===== src/rtl/sram_axi_bridge_pkg.sv =====
// Shared definitions for the SRAM-to-AXI bridge: transaction IDs, FSM encodings
// and the fixed AXI attribute values driven on every transfer.
package sram_axi_bridge_pkg;

  localparam logic [3:0] INST_ID_DEF = 4'd0;
  localparam logic [3:0] DATA_ID_DEF = 4'd1;

  localparam logic [7:0] AXI_LEN_SINGLE  = 8'd0;
  localparam logic [1:0] AXI_BURST_INCR  = 2'b01;
  localparam logic [1:0] AXI_LOCK_NORMAL = 2'b00;
  localparam logic [3:0] AXI_CACHE_DEV   = 4'b0000;
  localparam logic [2:0] AXI_PROT_DEF    = 3'b000;

  typedef enum logic {
    AR_IDLE = 1'b0,
    AR_BUSY = 1'b1
  } ar_state_e;

  typedef enum logic [1:0] {
    W_IDLE   = 2'd0,
    W_SEND   = 2'd1,
    W_WAIT_B = 2'd2
  } w_state_e;

  // SRAM size code (0/1/2 = byte/half/word) maps directly onto AXI axsize.
  function automatic logic [2:0] axi_size(input logic [1:0] size);
    return {1'b0, size};
  endfunction

endpackage


===== src/rtl/sram_axi_bridge_if.sv =====
// AXI3/4 channel bundle between the bridge (master) and the SoC interconnect (slave).
interface sram_axi_bridge_if;

  logic [3:0]  arid;
  logic [31:0] araddr;
  logic [7:0]  arlen;
  logic [2:0]  arsize;
  logic [1:0]  arburst;
  logic [1:0]  arlock;
  logic [3:0]  arcache;
  logic [2:0]  arprot;
  logic        arvalid;
  logic        arready;

  logic [3:0]  rid;
  logic [31:0] rdata;
  logic [1:0]  rresp;
  logic        rlast;
  logic        rvalid;
  logic        rready;

  logic [3:0]  awid;
  logic [31:0] awaddr;
  logic [7:0]  awlen;
  logic [2:0]  awsize;
  logic [1:0]  awburst;
  logic [1:0]  awlock;
  logic [3:0]  awcache;
  logic [2:0]  awprot;
  logic        awvalid;
  logic        awready;

  logic [3:0]  wid;
  logic [31:0] wdata;
  logic [3:0]  wstrb;
  logic        wlast;
  logic        wvalid;
  logic        wready;

  logic [3:0]  bid;
  logic [1:0]  bresp;
  logic        bvalid;
  logic        bready;

  modport master (
    output arid, araddr, arlen, arsize, arburst, arlock, arcache, arprot, arvalid,
    input  arready,
    input  rid, rdata, rresp, rlast, rvalid,
    output rready,
    output awid, awaddr, awlen, awsize, awburst, awlock, awcache, awprot, awvalid,
    input  awready,
    output wid, wdata, wstrb, wlast, wvalid,
    input  wready,
    input  bid, bresp, bvalid,
    output bready
  );

  modport slave (
    input  arid, araddr, arlen, arsize, arburst, arlock, arcache, arprot, arvalid,
    output arready,
    output rid, rdata, rresp, rlast, rvalid,
    input  rready,
    input  awid, awaddr, awlen, awsize, awburst, awlock, awcache, awprot, awvalid,
    output awready,
    input  wid, wdata, wstrb, wlast, wvalid,
    output wready,
    output bid, bresp, bvalid,
    input  bready
  );

endinterface


===== src/rtl/sram_axi_bridge_wr_ctrl.sv =====
// Write path of the bridge: latches one data-port store and drives it out on AW/W,
// then waits for the B response.
//
//  state    | meaning
//  W_IDLE   | no store in flight, ready to accept one
//  W_SEND   | AW and/or W still waiting for their ready
//  W_WAIT_B | address and data both handed off, waiting for bvalid
module sram_axi_bridge_wr_ctrl
  import sram_axi_bridge_pkg::*;
(
  input  logic        clk,
  input  logic        resetn,
  input  logic        start,
  input  logic [31:0] addr,
  input  logic [1:0]  size,
  input  logic [3:0]  wstrb,
  input  logic [31:0] wdata,
  input  logic        awready,
  input  logic        wready,
  input  logic        bvalid,
  output logic        awvalid,
  output logic        wvalid,
  output logic [31:0] aw_addr,
  output logic [2:0]  aw_size,
  output logic [3:0]  w_strb,
  output logic [31:0] w_data,
  output logic        idle,
  output logic        done
);

  w_state_e state, state_nxt;
  logic     aw_pend, aw_pend_nxt;
  logic     w_pend, w_pend_nxt;

  always_ff @(posedge clk or negedge resetn) begin
    if (!resetn) begin
      state   <= W_IDLE;
      aw_pend <= 1'b0;
      w_pend  <= 1'b0;
      aw_addr <= '0;
      aw_size <= '0;
      w_strb  <= '0;
      w_data  <= '0;
    end else begin
      state   <= state_nxt;
      aw_pend <= aw_pend_nxt;
      w_pend  <= w_pend_nxt;
      if (start && state == W_IDLE) begin
        aw_addr <= addr;
        aw_size <= axi_size(size);
        w_strb  <= wstrb;
        w_data  <= wdata;
      end
    end
  end

  always_comb begin
    state_nxt   = state;
    aw_pend_nxt = aw_pend;
    w_pend_nxt  = w_pend;
    done        = 1'b0;
    unique case (state)
      W_IDLE: begin
        if (start) begin
          state_nxt   = W_SEND;
          aw_pend_nxt = 1'b1;
          w_pend_nxt  = 1'b1;
        end
      end
      W_SEND: begin
        // AW and W retire independently; move on once neither is left.
        if (awready) aw_pend_nxt = 1'b0;
        if (wready)  w_pend_nxt  = 1'b0;
        if (!aw_pend_nxt && !w_pend_nxt) state_nxt = W_WAIT_B;
      end
      W_WAIT_B: begin
        if (bvalid) begin
          done      = 1'b1;
          state_nxt = W_IDLE;
        end
      end
      default: state_nxt = W_IDLE;
    endcase
  end

  assign awvalid = (state == W_SEND) && aw_pend;
  assign wvalid  = (state == W_SEND) && w_pend;
  assign idle    = (state == W_IDLE);

endmodule


===== src/rtl/sram_axi_bridge.sv =====
// Bridges the core's inst and data SRAM-like ports onto one AXI master; single-beat,
// one outstanding transaction per port, R beats routed back by rid.
//
//  state   | meaning
//  AR_IDLE | no read address pending, a new read may be accepted
//  AR_BUSY | arvalid held with latched id/addr/size until arready
module sram_axi_bridge
  import sram_axi_bridge_pkg::*;
#(
  parameter logic [3:0] INST_ID = INST_ID_DEF,
  parameter logic [3:0] DATA_ID = DATA_ID_DEF
) (
  input  logic        clk,
  input  logic        resetn,

  input  logic        inst_sram_req,
  input  logic        inst_sram_wr,
  input  logic [1:0]  inst_sram_size,
  input  logic [3:0]  inst_sram_wstrb,
  input  logic [31:0] inst_sram_addr,
  input  logic [31:0] inst_sram_wdata,
  output logic        inst_sram_addr_ok,
  output logic        inst_sram_data_ok,
  output logic [31:0] inst_sram_rdata,

  input  logic        data_sram_req,
  input  logic        data_sram_wr,
  input  logic [1:0]  data_sram_size,
  input  logic [3:0]  data_sram_wstrb,
  input  logic [31:0] data_sram_addr,
  input  logic [31:0] data_sram_wdata,
  output logic        data_sram_addr_ok,
  output logic        data_sram_data_ok,
  output logic [31:0] data_sram_rdata,

  sram_axi_bridge_if.master axi
);

  ar_state_e   ar_state, ar_state_nxt;
  logic [3:0]  ar_id;
  logic [31:0] ar_addr;
  logic [2:0]  ar_size;
  logic        inst_pend;
  logic        data_rd_pend;

  logic        rd_data_go;
  logic        rd_inst_go;
  logic        wr_go;
  logic        inst_r_hit;
  logic        data_r_hit;

  logic        wr_idle;
  logic        wr_done;
  logic        wr_awvalid;
  logic        wr_wvalid;
  logic [31:0] wr_awaddr;
  logic [2:0]  wr_awsize;
  logic [3:0]  wr_wstrb;
  logic [31:0] wr_wdata;

  // Data reads win the AR slot over inst reads; the data port is idle only when
  // neither a read nor a write of its own is still in flight.
  always_comb begin
    rd_data_go = data_sram_req && !data_sram_wr && (ar_state == AR_IDLE)
                 && !data_rd_pend && wr_idle;
    rd_inst_go = inst_sram_req && (ar_state == AR_IDLE) && !inst_pend && !rd_data_go;
    wr_go      = data_sram_req && data_sram_wr && wr_idle && !data_rd_pend;
    inst_r_hit = axi.rvalid && (axi.rid == INST_ID) && inst_pend;
    data_r_hit = axi.rvalid && (axi.rid == DATA_ID) && data_rd_pend;
  end

  always_comb begin
    ar_state_nxt = ar_state;
    unique case (ar_state)
      AR_IDLE: if (rd_data_go || rd_inst_go) ar_state_nxt = AR_BUSY;
      AR_BUSY: if (axi.arready)              ar_state_nxt = AR_IDLE;
      default: ar_state_nxt = AR_IDLE;
    endcase
  end

  always_ff @(posedge clk or negedge resetn) begin
    if (!resetn) begin
      ar_state     <= AR_IDLE;
      ar_id        <= '0;
      ar_addr      <= '0;
      ar_size      <= '0;
      inst_pend    <= 1'b0;
      data_rd_pend <= 1'b0;
    end else begin
      ar_state <= ar_state_nxt;
      if (rd_data_go) begin
        ar_id   <= DATA_ID;
        ar_addr <= data_sram_addr;
        ar_size <= axi_size(data_sram_size);
      end else if (rd_inst_go) begin
        ar_id   <= INST_ID;
        ar_addr <= inst_sram_addr;
        ar_size <= axi_size(inst_sram_size);
      end
      if (rd_inst_go)      inst_pend <= 1'b1;
      else if (inst_r_hit) inst_pend <= 1'b0;
      if (rd_data_go)      data_rd_pend <= 1'b1;
      else if (data_r_hit) data_rd_pend <= 1'b0;
    end
  end

  sram_axi_bridge_wr_ctrl u_wr_ctrl (
    .clk     (clk),
    .resetn  (resetn),
    .start   (wr_go),
    .addr    (data_sram_addr),
    .size    (data_sram_size),
    .wstrb   (data_sram_wstrb),
    .wdata   (data_sram_wdata),
    .awready (axi.awready),
    .wready  (axi.wready),
    .bvalid  (axi.bvalid),
    .awvalid (wr_awvalid),
    .wvalid  (wr_wvalid),
    .aw_addr (wr_awaddr),
    .aw_size (wr_awsize),
    .w_strb  (wr_wstrb),
    .w_data  (wr_wdata),
    .idle    (wr_idle),
    .done    (wr_done)
  );

  assign inst_sram_addr_ok = rd_inst_go;
  assign inst_sram_data_ok = inst_r_hit;
  assign inst_sram_rdata   = axi.rdata;
  assign data_sram_addr_ok = rd_data_go || wr_go;
  assign data_sram_data_ok = data_r_hit || wr_done;
  assign data_sram_rdata   = axi.rdata;

  assign axi.arid    = ar_id;
  assign axi.araddr  = ar_addr;
  assign axi.arlen   = AXI_LEN_SINGLE;
  assign axi.arsize  = ar_size;
  assign axi.arburst = AXI_BURST_INCR;
  assign axi.arlock  = AXI_LOCK_NORMAL;
  assign axi.arcache = AXI_CACHE_DEV;
  assign axi.arprot  = AXI_PROT_DEF;
  assign axi.arvalid = (ar_state == AR_BUSY);
  assign axi.rready  = 1'b1;

  assign axi.awid    = DATA_ID;
  assign axi.awaddr  = wr_awaddr;
  assign axi.awlen   = AXI_LEN_SINGLE;
  assign axi.awsize  = wr_awsize;
  assign axi.awburst = AXI_BURST_INCR;
  assign axi.awlock  = AXI_LOCK_NORMAL;
  assign axi.awcache = AXI_CACHE_DEV;
  assign axi.awprot  = AXI_PROT_DEF;
  assign axi.awvalid = wr_awvalid;

  assign axi.wid     = DATA_ID;
  assign axi.wdata   = wr_wdata;
  assign axi.wstrb   = wr_wstrb;
  assign axi.wlast   = 1'b1;
  assign axi.wvalid  = wr_wvalid;
  assign axi.bready  = 1'b1;

  // Inst port is read-only and responses are always treated as OKAY.
  logic unused_ok;
  assign unused_ok = ^{inst_sram_wr, inst_sram_wstrb, inst_sram_wdata,
                       axi.rresp, axi.rlast, axi.bid, axi.bresp};

endmodule


===== src/flat_wrapper.sv =====
// flat-port wrapper written by rule: the top's interface ports become plain ports
module sram_axi_bridge_flat import sram_axi_bridge_pkg::*;
#(
  parameter logic [3:0] INST_ID = INST_ID_DEF,
  parameter logic [3:0] DATA_ID = DATA_ID_DEF
)
  (clk, resetn, inst_sram_req, inst_sram_wr, inst_sram_size, inst_sram_wstrb, inst_sram_addr, inst_sram_wdata, inst_sram_addr_ok, inst_sram_data_ok, inst_sram_rdata, data_sram_req, data_sram_wr, data_sram_size, data_sram_wstrb, data_sram_addr, data_sram_wdata, data_sram_addr_ok, data_sram_data_ok, data_sram_rdata, axi_arid, axi_araddr, axi_arlen, axi_arsize, axi_arburst, axi_arlock, axi_arcache, axi_arprot, axi_arvalid, axi_arready, axi_rid, axi_rdata, axi_rresp, axi_rlast, axi_rvalid, axi_rready, axi_awid, axi_awaddr, axi_awlen, axi_awsize, axi_awburst, axi_awlock, axi_awcache, axi_awprot, axi_awvalid, axi_awready, axi_wid, axi_wdata, axi_wstrb, axi_wlast, axi_wvalid, axi_wready, axi_bid, axi_bresp, axi_bvalid, axi_bready);
  sram_axi_bridge_if axi_i ();
  input  logic clk;
  input  logic resetn;
  input  logic inst_sram_req;
  input  logic inst_sram_wr;
  input  logic [1:0] inst_sram_size;
  input  logic [3:0] inst_sram_wstrb;
  input  logic [31:0] inst_sram_addr;
  input  logic [31:0] inst_sram_wdata;
  output logic inst_sram_addr_ok;
  output logic inst_sram_data_ok;
  output logic [31:0] inst_sram_rdata;
  input  logic data_sram_req;
  input  logic data_sram_wr;
  input  logic [1:0] data_sram_size;
  input  logic [3:0] data_sram_wstrb;
  input  logic [31:0] data_sram_addr;
  input  logic [31:0] data_sram_wdata;
  output logic data_sram_addr_ok;
  output logic data_sram_data_ok;
  output logic [31:0] data_sram_rdata;
  output wire logic [$bits(axi_i.arid)-1:0] axi_arid;
  output wire logic [$bits(axi_i.araddr)-1:0] axi_araddr;
  output wire logic [$bits(axi_i.arlen)-1:0] axi_arlen;
  output wire logic [$bits(axi_i.arsize)-1:0] axi_arsize;
  output wire logic [$bits(axi_i.arburst)-1:0] axi_arburst;
  output wire logic [$bits(axi_i.arlock)-1:0] axi_arlock;
  output wire logic [$bits(axi_i.arcache)-1:0] axi_arcache;
  output wire logic [$bits(axi_i.arprot)-1:0] axi_arprot;
  output wire logic [$bits(axi_i.arvalid)-1:0] axi_arvalid;
  input wire logic [$bits(axi_i.arready)-1:0] axi_arready;
  input wire logic [$bits(axi_i.rid)-1:0] axi_rid;
  input wire logic [$bits(axi_i.rdata)-1:0] axi_rdata;
  input wire logic [$bits(axi_i.rresp)-1:0] axi_rresp;
  input wire logic [$bits(axi_i.rlast)-1:0] axi_rlast;
  input wire logic [$bits(axi_i.rvalid)-1:0] axi_rvalid;
  output wire logic [$bits(axi_i.rready)-1:0] axi_rready;
  output wire logic [$bits(axi_i.awid)-1:0] axi_awid;
  output wire logic [$bits(axi_i.awaddr)-1:0] axi_awaddr;
  output wire logic [$bits(axi_i.awlen)-1:0] axi_awlen;
  output wire logic [$bits(axi_i.awsize)-1:0] axi_awsize;
  output wire logic [$bits(axi_i.awburst)-1:0] axi_awburst;
  output wire logic [$bits(axi_i.awlock)-1:0] axi_awlock;
  output wire logic [$bits(axi_i.awcache)-1:0] axi_awcache;
  output wire logic [$bits(axi_i.awprot)-1:0] axi_awprot;
  output wire logic [$bits(axi_i.awvalid)-1:0] axi_awvalid;
  input wire logic [$bits(axi_i.awready)-1:0] axi_awready;
  output wire logic [$bits(axi_i.wid)-1:0] axi_wid;
  output wire logic [$bits(axi_i.wdata)-1:0] axi_wdata;
  output wire logic [$bits(axi_i.wstrb)-1:0] axi_wstrb;
  output wire logic [$bits(axi_i.wlast)-1:0] axi_wlast;
  output wire logic [$bits(axi_i.wvalid)-1:0] axi_wvalid;
  input wire logic [$bits(axi_i.wready)-1:0] axi_wready;
  input wire logic [$bits(axi_i.bid)-1:0] axi_bid;
  input wire logic [$bits(axi_i.bresp)-1:0] axi_bresp;
  input wire logic [$bits(axi_i.bvalid)-1:0] axi_bvalid;
  output wire logic [$bits(axi_i.bready)-1:0] axi_bready;
  assign axi_arid = axi_i.arid;
  assign axi_araddr = axi_i.araddr;
  assign axi_arlen = axi_i.arlen;
  assign axi_arsize = axi_i.arsize;
  assign axi_arburst = axi_i.arburst;
  assign axi_arlock = axi_i.arlock;
  assign axi_arcache = axi_i.arcache;
  assign axi_arprot = axi_i.arprot;
  assign axi_arvalid = axi_i.arvalid;
  assign axi_i.arready = axi_arready;
  assign axi_i.rid = axi_rid;
  assign axi_i.rdata = axi_rdata;
  assign axi_i.rresp = axi_rresp;
  assign axi_i.rlast = axi_rlast;
  assign axi_i.rvalid = axi_rvalid;
  assign axi_rready = axi_i.rready;
  assign axi_awid = axi_i.awid;
  assign axi_awaddr = axi_i.awaddr;
  assign axi_awlen = axi_i.awlen;
  assign axi_awsize = axi_i.awsize;
  assign axi_awburst = axi_i.awburst;
  assign axi_awlock = axi_i.awlock;
  assign axi_awcache = axi_i.awcache;
  assign axi_awprot = axi_i.awprot;
  assign axi_awvalid = axi_i.awvalid;
  assign axi_i.awready = axi_awready;
  assign axi_wid = axi_i.wid;
  assign axi_wdata = axi_i.wdata;
  assign axi_wstrb = axi_i.wstrb;
  assign axi_wlast = axi_i.wlast;
  assign axi_wvalid = axi_i.wvalid;
  assign axi_i.wready = axi_wready;
  assign axi_i.bid = axi_bid;
  assign axi_i.bresp = axi_bresp;
  assign axi_i.bvalid = axi_bvalid;
  assign axi_bready = axi_i.bready;
  sram_axi_bridge #(.INST_ID(INST_ID), .DATA_ID(DATA_ID)) u_core (.clk(clk), .resetn(resetn), .inst_sram_req(inst_sram_req), .inst_sram_wr(inst_sram_wr), .inst_sram_size(inst_sram_size), .inst_sram_wstrb(inst_sram_wstrb), .inst_sram_addr(inst_sram_addr), .inst_sram_wdata(inst_sram_wdata), .inst_sram_addr_ok(inst_sram_addr_ok), .inst_sram_data_ok(inst_sram_data_ok), .inst_sram_rdata(inst_sram_rdata), .data_sram_req(data_sram_req), .data_sram_wr(data_sram_wr), .data_sram_size(data_sram_size), .data_sram_wstrb(data_sram_wstrb), .data_sram_addr(data_sram_addr), .data_sram_wdata(data_sram_wdata), .data_sram_addr_ok(data_sram_addr_ok), .data_sram_data_ok(data_sram_data_ok), .data_sram_rdata(data_sram_rdata), .axi(axi_i));
endmodule

===== config.mk =====
export PLATFORM = sky130hd
export DESIGN_NAME = sram_axi_bridge_flat
export DESIGN_NICKNAME = d
export VERILOG_FILES = /design/src/rtl/sram_axi_bridge_pkg.sv /design/src/rtl/sram_axi_bridge_if.sv /design/src/rtl/sram_axi_bridge_wr_ctrl.sv /design/src/rtl/sram_axi_bridge.sv /design/src/flat_wrapper.sv
export SDC_FILE = /design/constraint.sdc
export NUM_CORES = 1
export LEC_CHECK = 0
export ABC_CLOCK_PERIOD_IN_PS = 1900
export BUFFER_PORTS_ARGS = -buffer_cell sky130_fd_sc_hd__buf_2
export CAP_MARGIN = 40
export CORE_AREA = 2 2 167 169
export CTS_CLUSTER_DIAMETER = 150
export DETAILED_ROUTE_END_ITERATION = 10
export DIE_AREA = 0 0 169 171
export PLACE_DENSITY_LB_ADDON = 0.1
export SLEW_MARGIN = 20
export SYNTH_ARGS = -nofsm -noshare
export SYNTH_HDL_FRONTEND = slang
export SYNTH_HIERARCHICAL = 1
export SYNTH_SLANG_ARGS = --single-unit

===== constraint.sdc =====
create_clock -name clk -period 1.9 [get_ports clk]
set_input_delay 0.285 -clock clk [delete_from_list [all_inputs] [get_ports clk]]
set_output_delay 0.285 -clock clk [all_outputs]
set_load 0.02 [all_outputs]

==> reports/metrics.yaml, run 1 <==
result_of_the_run: "finished, final reports clean"
drt_pre_antenna_iters: 4
timing.critical_path.buf_inv: 1
maxCapViolCount: 0
final_util: 0.270
gpl.final_weighted_congestion: 0.674
vias_after_detailed_routing: 3586
placeableCoreArea_mm2: 0.0273
clk_root_buffer_cell: "clkbuf_16"
nets: 808
setup_tns_ns: 0
synth_area_mm2: 0.00596
power_density_mw_per_mm2: 1710
finalWorstPathRequiredPeriod_ns: 1.89
synth.top_cells.by_area: "dfrtp_1 47%, mux2_4 18%, buf_4 15%"
route.detailed.wl_per_inst_um: 15.6
drt_iter0_markers: 122
yosys.area.top_type_share: 0.470
cp.required_ns: 1.62
setup_violations: 0
grt_usage: 0.0971
remaining_antenna_violation_count_after_routing: 0
hpwl_mm: 10.9
antenna_found_initial: 3
critical_path.max_fanout: 2
num_io_pins: 426
average_size_of_a_mapped_cell_um2: 14.0
die_w_um: 169
std_cell_rows: 61
critPathCaptureType: "output port"
fin_worst_skew_ns: 0.00833
ys_types: 26
syn_inst: 425
report.final.slew_viol_count: 0
cts_buffers: 9
vias_per_cell: 3.72
cts_buffer_depth: 2
final_setup_margin_ns: 0.0130
post-route-period-util: 0.993
worstPathCellList: "nor2_4, nand3b_4, or3_4, and2_4, buf_6"
ys_seq_area_frac: 0.470
hold_violations: 0
crit_path_start_kind: "flop"
clock_latency_ns: 0.35
drt_wl_total_mm: 15.0
drive_gt1_frac: 0.683
grt_pass1_wl_mm: 21.5
grt_start_max_net_pins: 53
worst_slack_placed_ns: 0.0109
timing.critical_path.arrival_ns: 1.60
fmaxAchievable_mhz: 530
setup_repair_after_global_routing_missed_its_margin: "true"
min_path_type: "in -> reg"
power.static_leakage_uw: 0.00370
chip_height_um: 171
critPathMaxStageDelay_ns: 0.41
design_power_total_uw: 12600
synth.ff_latch_count: 112
cts.reportedPaths.clkPinSlew_ns: 0.08
detail_route.drc_violations: 0
ctsHtreeMaxLevel: 3
fp.dieArea_mm2: 0.0289
tritoncts_num_sinks: 112
synth_largest_area_cell: "dfrtp_1"
worst_path_max_delay_cell: "dfrtp_1"
grt-ovfl-total: 0
path_delay_family: "simple AND/OR/NAND/NOR gates"
clock_tree_from_tritoncts: "yes"
port_buffers: 229
worst-setup-path-type: "reg -> out"
ys.warnings.count: 6
effective_utilization_at_floorplan: 0.218
worst_ir_drop_vdd_mv: 0.520
grt_pass1_vias: 3695
layout-area-overhead-vs-synth_pct: 23.8
[where the power goes]
part           total [uW]  leakage, uW  internal, uW  switching [uW]
registers            4240      0.00134          3600             640
logic                6410      0.00222          3200            3200
clock network        1950     0.000140           951            1000
[cell usage in the layout (no fill, tap or decap), drive strengths merged, types with 2 or more instances in the layout]
cell type and n:
dfrtp 112, conb 54, nor2 7, nor2b 2, a21oi 4, nand2 2, clkbuf 14, clkinv 2
nor3b 2, diode 2, inv 10, o22ai 2, and2 2, mux2 138, buf 254
[Yosys cell counts]
cell type and count:
buf_4 120, dfrtp_1 112, mux2_4 72, mux2_2 66, inv_1 8, buf_12 7, nor2_1 7, a21oi_1 4
buf_2 4, buf_6 3, conb_1 3, and2_1 2, nand2_1 2, nor2b_1 2, o22ai_1 2, a21bo_2 1
a21o_1 1, a31o_2 1, nand2b_1 1, nand3b_4 1, nor3b_1 1, nor3b_2 1, nor4b_1 1, o21ai_0 1
o2bb2ai_1 1, or3_4 1
[worst register-to-register path: cells and delay by family (launching register included)]
kind	cells	cell delay, ns
DFF	1	0.41
buffers and inverters	3	0.53
and+or+nand+nor	4	0.52
muxes	1	0.30
[logic make-up after synthesis]
family,Yosys count,share of synthesized area
buffers and inverters,142,0.189
multiplexers,138,0.306
flip-flops,112,0.470
AND/OR/NAND/NOR,19,0.0210
AO/OA/AOI/OAI,11,0.0122
other,3,0.00189
[timing repair]
item | in CTS | in global routing
buffers inserted | 2 | 1
cloned | 0 | 5
endpoints found under the hold margin | 100 | 0
setup endpoints to repair | 1 | 81
hold buffers | 1 | 0
pin swaps | 3 | 3
resized for setup | 7 | 10
[sequential cells by signal, indices dropped and copies added, names as in the netlist]
| name | count |
|---|---|
| u_core/axi.araddr | 32 |
| u_core/axi.arid | 1 |
| u_core/axi.arsize | 2 |
| u_core/axi.arvalid | 1 |
| u_core/data_rd_pend | 1 |
| u_core/inst_pend | 1 |
| u_core/u_wr_ctrl/aw_addr | 32 |
| u_core/u_wr_ctrl/aw_pend | 1 |
| u_core/u_wr_ctrl/aw_size | 2 |
| u_core/u_wr_ctrl/state | 2 |
| u_core/u_wr_ctrl/w_data | 32 |
| u_core/u_wr_ctrl/w_pend | 1 |
| u_core/u_wr_ctrl/w_strb | 4 |
[per-stage QoR]
stage,hold slack (ns),instance area [um2],instances
after floorplan,-0.0106,6150,476
after global placement,0.0864,6870,938
after detailed placement,0.0873,6870,938
after CTS,0.0786,7210,956
after global routing,0.0965,7370,963
final,0.109,7380,964
[final cells by class]
| type | count | area [um2] |
|---|---|---|
| Tap cell | 346 | 433 |
| Timing Repair Buffer | 259 | 1550 |
| Inverter | 8 | 30.0 |
| Fill cell | 2926 | 19900 |
| Clock inverter | 5 | 52.6 |
| Sequential cell | 112 | 2800 |
| Multi-Input combinational cell | 222 | 2260 |
| Clock buffer | 10 | 239 |
| Antenna cell | 2 | 5.00 |
[metal layers]
layer	global-route usage	wire length (um)	vias to the layer above
met5	0	13	-
met4	0.0539	449	2
met3	0.0231	1000	40
met2	0.163	7350	152
met1	0.115	6190	1757
li1	-	-	1635
[worst paths after layout]
kind | start | slack, ns | cells past startpoint | endpoint
min in group asynchronous | resetn | 0.28 | 2 | u_core/u_wr_ctrl/w_data[3]
min reg2reg | u_core/u_wr_ctrl/aw_addr[11] | 0.51 | 1 | u_core/u_wr_ctrl/aw_addr[11]
min | axi_wready | 0.11 | 2 | u_core/u_wr_ctrl/w_pend
max reg2reg | u_core/u_wr_ctrl/state[0] | 0.02 | 8 | u_core/u_wr_ctrl/aw_addr[12]
max | u_core/u_wr_ctrl/state[0] | 0.01 | 5 | inst_sram_addr_ok
max in group asynchronous | resetn | 1.02 | 3 | u_core/u_wr_ctrl/aw_addr[1]
No activity file was read; power rests on OpenSTA's default activity.
==> run 2: changes to the inputs <==
Settings changed: ABC_CLOCK_PERIOD_IN_PS 1900 to 2150, CORE_AREA 2 2 167 169 to 4 4 165 167.
Clock period 1.9 ns to 2.15 ns, I/O delays scaled along.
==> run 2 against run 1 <==
- first-iteration DRC count decreased by 20%
- worst setup slack improved by 0.10 ns
- die area did not move
- clock power fell by 6%
- power shrank 12%
- clock skew increased by 0.0016 ns
- register-to-register slack better by 0.22 ns
- critical path depth stayed put
- largest power group unchanged
==> reports/metrics.yaml, run 2 (synthesized netlist as in run 1, its figures left out) <==
result_of_the_run: "finished, final reports clean"  # unchanged
critPathMaxStageDelay_ns: 0.44  # was 0.41 ns
ctsHtreeMaxLevel: 3  # unchanged
power.static_leakage_uw: 0.00359  # was 0.00370 uW
cts_buffer_depth: 2  # unchanged
setup_repair_after_global_routing_missed_its_margin: "false"  # was true
fin_worst_skew_ns: 0.00994  # was 0.00833 ns
vias_after_detailed_routing: 3499  # was 3586
placeableCoreArea_mm2: 0.0258  # was 0.0273 mm2
clock_latency_ns: 0.36  # was 0.35 ns
timing.critical_path.arrival_ns: 1.71  # was 1.60 ns
port_buffers: 229  # unchanged
post-route-period-util: 0.947
crit_path_start_kind: "flop"  # unchanged
clk_root_buffer_cell: "clkbuf_16"  # unchanged
hold_violations: 0  # unchanged
cp.required_ns: 1.83  # was 1.62 ns
drt_wl_total_mm: 15.2  # was 15.0 mm
worst-setup-path-type: "reg -> out"  # unchanged
worst_path_max_delay_cell: "dfrtp_1"  # unchanged
path_delay_family: "simple AND/OR/NAND/NOR gates"  # unchanged
commonest_non_fill_non_tap_cell_in_the_layout: "buf_2"  # unchanged
gpl.final_weighted_congestion: 0.731  # was 0.674
num_io_pins: 426  # unchanged
antenna_found_initial: 0  # was 3
vias_per_cell: 3.74  # was 3.72
slew-limit-headroom: 0.651
timing.critical_path.buf_inv: 1  # unchanged
nets: 791  # was 808
hpwl_mm: 11.4  # was 10.9 mm
drive_gt1_frac: 0.670  # was 0.683
chip_height_um: 171  # unchanged
effective_utilization_at_floorplan: 0.231  # was 0.218
grt_pass1_wl_mm: 23.0  # was 21.5 mm
drt_pre_antenna_iters: 3  # was 4
worst_ir_drop_vdd_mv: 0.412  # was 0.520 mV
cts.reportedPaths.clkPinSlew_ns: 0.08  # about the same
finalWorstPathRequiredPeriod_ns: 2.04
report.final.slew_viol_count: 0  # unchanged
grt_usage: 0.102  # was 0.0971
setup_violations: 0  # unchanged
most-common-layout-cells: "228 x buf_2, 112 x dfrtp_1, 72 x mux2_4, 66 x mux2_2, 54 x conb_1"  # was 227 x buf_2, 112 x dfrtp_1, 72 x mux2_4, 66 x mux2_2, 54 x conb_1
cts_buffers: 9  # unchanged
worst_slew_pin_slew_ns: 0.516
worstPathCellList: "nor2_2, nand3b_4, or3_4, and2_1, buf_2"  # was nor2_4, nand3b_4, or3_4, and2_4, buf_6
layout-area-overhead-vs-synth_pct: 20.2  # was 23.8%
grt-ovfl-total: 0  # unchanged
detail_route.drc_violations: 0  # unchanged
die_w_um: 169  # unchanged
route.detailed.wl_per_inst_um: 16.3  # was 15.6 um
power_density_mw_per_mm2: 1540  # was 1710 mW/mm2
clock_tree_from_tritoncts: "yes"  # unchanged
drt_iter0_markers: 98  # was 122
final_non_filler_cell_area_mm2: 0.00717  # was 0.00738 mm2
remaining_antenna_violation_count_after_routing: 0  # unchanged
dpl-instance-area_mm2: 0.00683  # was 0.00687 mm2
fp.dieArea_mm2: 0.0289  # unchanged
std_cell_rows: 59  # was 61
maxCapViolCount: 0  # unchanged
tritoncts_num_sinks: 112  # unchanged
critPathCaptureType: "output port"  # unchanged
fmaxAchievable_mhz: 491
setup_tns_ns: 0  # unchanged
min_path_type: "in -> reg"  # unchanged
n_antenna_cell: 0  # was 2
critical_path.max_fanout: 4  # was 2
num-fill-cells: 2731  # was 2926
grt_start_max_net_pins: 64  # was 53
grt_pass1_vias: 3935  # was 3695
## run 2: changes by cell type in the layout (fill, tap and decap cells not counted), moves of 2 or more
cell       change
diode_2        -2
buf_6          -7
nor2_4         -2
buf_12         +4
clkbuf_16      -4
buf_4          -9
## run 2: report_power, final
part	leakage [uW]	total (uW)	switching [uW]	internal (uW)
Sequential	0.00134	3760	580	3180
Combinational	0.00210	5440	2770	2670
Clock	0.000159	1840	874	967
Total	0.00359	11000	4220	6820
## run 2: worst reg2reg max path: stages (launching register included)
cell      delay (ns)
dfrtp_1         0.44
nor2_2          0.18
nand3b_4        0.09
nor2_1          0.09
nor3b_4         0.30
buf_12          0.20
buf_12          0.19
mux2_4          0.31
## run 2: repair_timing
item	in CTS	in global routing
resized for setup	0	1
hold buffers	1	0
setup buffers	0	0
setup endpoints to repair	0	1
hold endpoints to repair	23	0
## run 2: path summary, 6_finish.rpt
kind,start,end,depth (start not counted),slack (ns)
min in group asynchronous,resetn,u_core/u_wr_ctrl/aw_addr[19],2,0.42
min reg2reg,u_core/u_wr_ctrl/aw_addr[5],u_core/u_wr_ctrl/aw_addr[5],1,0.50
max in group asynchronous,resetn,u_core/u_wr_ctrl/aw_size[0],3,1.05
min,axi_awready,u_core/u_wr_ctrl/aw_pend,2,0.15
max,u_core/u_wr_ctrl/state[0],inst_sram_addr_ok,5,0.11
max reg2reg,u_core/u_wr_ctrl/state[0],u_core/u_wr_ctrl/w_data[29],7,0.24
## run 2: per-stage QoR
step	cells	power (uW)	setup WS, ns	utilization	hold slack, ns
after floorplan	476	7820	0.339	-	0.0269
after global placement	918	9290	0.214	0.265	0.259
after detailed placement	918	9360	0.177	0.265	0.259
after CTS	935	11300	0.0329	0.278	0.129
after global routing	935	11800	0.0212	0.278	0.142
final	935	11000	0.113	0.278	0.151
## run 2: routing by layer
metal | global-route usage | share of wire | wire (um)
met3 | 0.0273 | 0.074 | 1120
met4 | 0.0347 | 0.014 | 216
met2 | 0.179 | 0.53 | 8040
met5 | 0 | 0 | 0
met1 | 0.120 | 0.38 | 5820
## run 2: area by class of cell
cell class	count	area, um2	area share
Sequential cell	112	2800	0.391
Tap cell	335	419	0.0585
Clock buffer	10	239	0.0333
Timing Repair Buffer	242	1350	0.188
Clock inverter	6	88.8	0.0124
Inverter	8	30.0	0.00419
Multi-Input combinational cell	222	2240	0.312
